File: config.mk
export PLATFORM = sky130hd
export DESIGN_NAME = spi_cmd_sequencer
export DESIGN_NICKNAME = d
export VERILOG_FILES = /design/src/rtl/spi_cmd_sequencer.sv
export SDC_FILE = /design/constraint.sdc
export NUM_CORES = 1
export LEC_CHECK = 0
export BUFFER_PORTS_ARGS = -buffer_cell sky130_fd_sc_hd__buf_2
export CAP_MARGIN = 5
export CORE_UTILIZATION = 45
export DETAILED_ROUTE_END_ITERATION = 7
export PLACE_DENSITY = 0.7
export SLEW_MARGIN = 40
export SYNTH_ARGS = -nofsm -noshare
export SYNTH_HDL_FRONTEND = slang
export SYNTH_SLANG_ARGS = --single-unit
File: constraint.sdc
create_clock -name clk_i -period 3.4 [get_ports clk_i]
set_input_delay 0.17 -clock clk_i [delete_from_list [all_inputs] [get_ports clk_i]]
set_output_delay 0.17 -clock clk_i [all_outputs]
set_load 0.03 [all_outputs]
File: src/rtl/spi_cmd_sequencer.sv
// Instruction queue and issue sequencer that feeds packed SPI instructions to the master.
// Supports one-shot draining of the queue and a replay mode that loops the stored program until abort.
module spi_cmd_sequencer #(
  parameter int AWIDTH = 7,
  parameter int DWIDTH = 8,
  parameter int NSLV   = 4,
  parameter int DEPTH  = 8,
  localparam int SSW   = (NSLV > 1) ? $clog2(NSLV) : 1,
  localparam int CW    = SSW + DWIDTH + AWIDTH + 3,
  localparam int LW    = $clog2(DEPTH + 1)
) (
  input  logic          clk_i,
  input  logic          rst_i,
  input  logic          cmd_valid_i,
  output logic          cmd_ready_o,
  input  logic [CW-1:0] cmd_data_i,
  input  logic          start_i,
  input  logic          abort_i,
  input  logic          repeat_en_i,
  input  logic [1:0]    cfg_in_i,
  input  logic          driver_read_i,
  output logic          master_en_o,
  output logic [CW-1:0] driver_data_o,
  output logic [1:0]    driver_cfg_o,
  output logic [LW-1:0] level_o,
  output logic          busy_o,
  output logic          done_o
);

  localparam int PW = $clog2(DEPTH);

  typedef enum logic [1:0] {
    IDLE,
    RUN,
    LAST,
    DONE
  } state_e;

  state_e        state_q, state_d;
  logic [PW-1:0] wr_ptr_q, wr_ptr_d;
  logic [PW-1:0] rd_ptr_q, rd_ptr_d;
  logic [PW-1:0] rep_ptr_q, rep_ptr_d;
  logic [PW-1:0] rep_next;
  logic [LW-1:0] level_q, level_d;
  logic [CW-1:0] data_q, data_d;
  logic [1:0]    cfg_q, cfg_d;
  logic          repeat_q, repeat_d;
  logic          push, pop;
  logic [CW-1:0] mem_q [DEPTH];

  assign busy_o        = (state_q != IDLE);
  assign master_en_o   = (state_q == RUN);
  assign done_o        = (state_q == DONE);
  assign level_o       = level_q;
  assign driver_data_o = data_q;
  assign driver_cfg_o  = cfg_q;
  // A replaying program is frozen, so the host may not append to it.
  assign cmd_ready_o   = (level_q < LW'(DEPTH)) && !(busy_o && repeat_q);
  assign rep_next      = rep_ptr_q + PW'(1);

  always_comb begin
    state_d   = state_q;
    wr_ptr_d  = wr_ptr_q;
    rd_ptr_d  = rd_ptr_q;
    rep_ptr_d = rep_ptr_q;
    level_d   = level_q;
    data_d    = data_q;
    cfg_d     = cfg_q;
    repeat_d  = repeat_q;
    push      = cmd_valid_i && cmd_ready_o && !abort_i;
    pop       = 1'b0;

    unique case (state_q)
      IDLE: begin
        if (start_i && (level_q != '0)) begin
          state_d   = RUN;
          repeat_d  = repeat_en_i;
          cfg_d     = cfg_in_i;
          rep_ptr_d = rd_ptr_q;
        end
      end
      RUN: begin
        if (driver_read_i) begin
          if (level_q == '0) begin
            state_d = LAST;
          end else if (repeat_q) begin
            // Walk the stored entries and wrap from the newest back to the oldest.
            data_d    = mem_q[rep_ptr_q];
            rep_ptr_d = (rep_next == wr_ptr_q) ? rd_ptr_q : rep_next;
          end else begin
            data_d = mem_q[rd_ptr_q];
            pop    = 1'b1;
          end
        end
      end
      LAST: state_d = DONE;
      DONE: state_d = IDLE;
      default: state_d = IDLE;
    endcase

    if (push) begin
      wr_ptr_d = wr_ptr_q + PW'(1);
    end
    if (pop) begin
      rd_ptr_d = rd_ptr_q + PW'(1);
    end
    unique case ({push, pop})
      2'b10:   level_d = level_q + LW'(1);
      2'b01:   level_d = level_q - LW'(1);
      default: level_d = level_q;
    endcase

    if (abort_i) begin
      state_d   = IDLE;
      wr_ptr_d  = '0;
      rd_ptr_d  = '0;
      rep_ptr_d = '0;
      level_d   = '0;
      repeat_d  = 1'b0;
    end
  end

  always_ff @(posedge clk_i) begin
    if (rst_i) begin
      state_q   <= IDLE;
      wr_ptr_q  <= '0;
      rd_ptr_q  <= '0;
      rep_ptr_q <= '0;
      level_q   <= '0;
      data_q    <= '0;
      cfg_q     <= '0;
      repeat_q  <= 1'b0;
    end else begin
      state_q   <= state_d;
      wr_ptr_q  <= wr_ptr_d;
      rd_ptr_q  <= rd_ptr_d;
      rep_ptr_q <= rep_ptr_d;
      level_q   <= level_d;
      data_q    <= data_d;
      cfg_q     <= cfg_d;
      repeat_q  <= repeat_d;
    end
  end

  // Storage needs no reset; the pointers and level define which entries are live.
  always_ff @(posedge clk_i) begin
    if (push) begin
      mem_q[wr_ptr_q] <= cmd_data_i;
    end
  end

endmodule
==> qor.csv <==
metric;value;unit
max-cap viol count;0;
Post-Syn Instances;519;
PwrDens;492;nW/um2
Comb pwr share;2.7;%
Gates resized, CTS repair;0;
Worst setup SP type;flip-flop;
post-CTS setup buffer count;0;
DRT antenna net count;0;
reg2reg end;level_o[2]$_SDFFE_PP0P_;
DIE AREA;20600;um2
Setup WS pre-CTS;0.450;ns
adder-cell share of the synthesized area;1.39;%
Synth Area in Simple Gates;4.71;%
Ys Warns;0;
CTS Buf Count;22;
Switching Share;19.5;%
Seq/Total Area, Yosys;63.1;%
setup_tns;0;ns
NetSw;1020;uW
share of layout cells above drive strength 1;33.9;%
syn_nets;558;
Area Overhead vs Synth;18.1;%
CP most frequent cell;ha_1;
cell area after layout;10700;um2
clock network power share;45.6;%
Critical Path Sink Type;flip-flop;
post-route minimum period;2.99;ns
setup ws final;0.411;ns
Final Power;5230;uW
Post-synth ARST share;0;%
final hold violations;0;
DR vias/cell;5.91;
crit path cell chain;inv_1, ha_1, nand2_1, or3_1, inv_1, ha_1, xor2_1, ha_1, a21oi_1, xor2_1, or3_1, a21oi_1;
CP max FO;9;
Initial Util;46.2;%
leading area contributor after synthesis;edfxtp_1;
Worst EP required;3.82;ns
Area after DPL;9680;um2
Clk Latency, worst-skew pair;0.50;ns
TritonCTS clock tree;yes;
die width;144;um
io pins;59;
worst path arrival time;3.41;ns
GRT Total Usage;20.0;%
gpl congestion;0.789;
drt drc;0;
CP max stage cell;or3_1;
Reg2Reg Launch Point;state_q[1]$_SDFFE_PP0P_;
mapped cell area;9010;um2
total global routing overflow;0;
Bufs on Longest Clock Path;3;
P_leak;0.00344;uW
Wirelength per Cell;22.3;um
total number of vias;5234;
DRT Wirelength;19700;um
Synth Register Bits;204;
CP max stage delay;0.44;ns
cts hold-fix bufs;24;
VDD IR max;0.323;mV
initial antenna violation count;0;
CP startpoint;state_q[1]$_SDFFE_PP0P_;
CTS Sinks;204;
Core Region;19500;um2
site row count;51;
root buffer cell;clkbuf_16;
top cells by count, synth;edfxtp_1, mux4_2, dfxtp_1;
post-synthesis area per instance;17.4;um2
top cells by area, synth;edfxtp_1, mux4_2, dfxtp_1;
First DRT Iteration DRCs;314;
Int Pwr;4220;uW
largest net degree at the start of global routing;41;
Critical Setup Path Class;flip-flop to flip-flop;
Worst setup endpoint;level_o[2]$_SDFFE_PP0P_;
main combinational cell family by area after synthesis;multiplexers;
drt pass-1 iters;5;
worst hold slack;0.109;ns
Slew Limit Headroom;52.5;%
top cell type's share of synthesized area;53.3;%
proportion of synthesized area in mux cells;20.8;%
outcome;complete, no violations;
period utilization;87.9;%
vias in the first global route;5408;
R2R depth;12;
Primary FF master, synth;edfxtp_1;
Seq pwr share;51.8;%
first-pass GRT wire length;30600;um
Post-synth EDFFs;160;
CTS H-tree lvls;1;
post-DP HPWL;11200;um
Compound-Gate Fraction of Synth Area;7.05;%
Yosys cell types;45;
max-slew violations;0;
count leader, synth;edfxtp_1;
port buffer count;58;
Die Height;144;um
clk slew on worst S/H paths;0.06;ns
Max Fclk;335;MHz
Synth Area in XOR/XNOR;0.944;%
Min-Delay Path Class;primary input to flip-flop;
worst-margin pin slew;0.708;ns
unrepaired setup endpoints after global routing;false;
reg2reg setup slack;0.41;ns
final setup fails;0;
final net count;644;
Layout Skew;0.0149;ns
number of antenna diodes;0;
cells by family after synthesis:
kind of cell	count (synthesis)
DFF	204
muxes	87
AOI/OAI and AO/OA	86
and+or+nand+nor	82
buffers and inverters	42
adders and majority gates	10
xor gates and xnor gates	8
per-stage QoR:
stage	util [%]	std cells
global placement	49.5	822
floorplan	-	519
finish	54.5	885
CTS	54.5	885
global route	54.5	885
detailed placement	49.6	822
power groups by stage:
| stage | Sequential (uW) | Combinational, uW | Clock (uW) |
|---|---|---|---|
| 2_1_floorplan | 2770 | 57.3 | 0 |
| 3_3_place_gp | 2760 | 112 | 0 |
| 3_5_place_dp | 2760 | 118 | 0 |
| 4_1_cts | 2710 | 140 | 2430 |
| 5_1_grt | 2710 | 151 | 2520 |
| 6_report | 2710 | 139 | 2380 |
layout by cell type (no fill, tap or decap), drive strengths merged, types with 8 or more instances in the layout:
cell type    Yosys  final
buf             15     74
mux4            80     80
nand2           30     30
edfxtp         160    160
o211ai          22     22
nor2            18     18
clkbuf          21     29
dlygate4sd3      0     24
dfxtp           44     44
a22oi           40     40
ha              10     10
a21oi            8      8
worst max-delay path: cells and delay by family, from the launching register on:
| kind | cells | cell delay (ns) |
|---|---|---|
| compound gates | 2 | 0.19 |
| xor+xnor | 2 | 0.37 |
| fa+ha+maj | 3 | 0.81 |
| buf+inv | 2 | 0.19 |
| flops | 1 | 0.32 |
| simple gates | 3 | 1.02 |
worst min path at each step:
| stage | cells past startpoint | slack (ns) | start | to |
|---|---|---|---|---|
| 2_1_floorplan | 0 | 0.27 | cmd_data_i[0] | mem_q[0][0]$_DFFE_PP_ |
| 3_3_place_gp | 3 | 0.40 | cfg_in_i[1] | driver_cfg_o[1]$_SDFFE_PP0P_ |
| 3_5_place_dp | 3 | 0.42 | cfg_in_i[1] | driver_cfg_o[1]$_SDFFE_PP0P_ |
| 4_1_cts | 4 | 0.09 | abort_i | flip-flop |
| 5_1_grt | 3 | 0.13 | driver_read_i | state_q[1]$_SDFFE_PP0P_ |
| 6_report | 4 | 0.11 | abort_i | rep_ptr_q[1]$_SDFFE_PP0N_ |
state kept, by name, summed over array words and instances, names as in the netlist, named ones only:
signal / count
rd_ptr_q: 3
state_q: 2
mem_q: 160
repeat_q: 1
level_o: 4
wr_ptr_q: 3
rep_ptr_q: 3
driver_cfg_o: 2
driver_data_o: 20
layout make-up:
| class | instances | area (um2) |
|---|---|---|
| Sequential cell | 204 | 5700 |
| Inverter | 6 | 22.5 |
| Fill cell | 1536 | 8880 |
| Timing Repair Buffer | 98 | 676 |
| Clock inverter | 10 | 105 |
| Multi-Input combinational cell | 273 | 3190 |
| Tap cell | 265 | 332 |
| Clock buffer | 29 | 628 |
metal layers:
layer	GRT usage, %	up-vias	share of wire [%]
li1	-	2334	-
met1	24.2	2680	37
met2	36.5	188	54
met3	3.77	32	6.7
met4	5.38	0	1.6
met5	0	-	0
No activity file was read; power rests on OpenSTA's default activity.
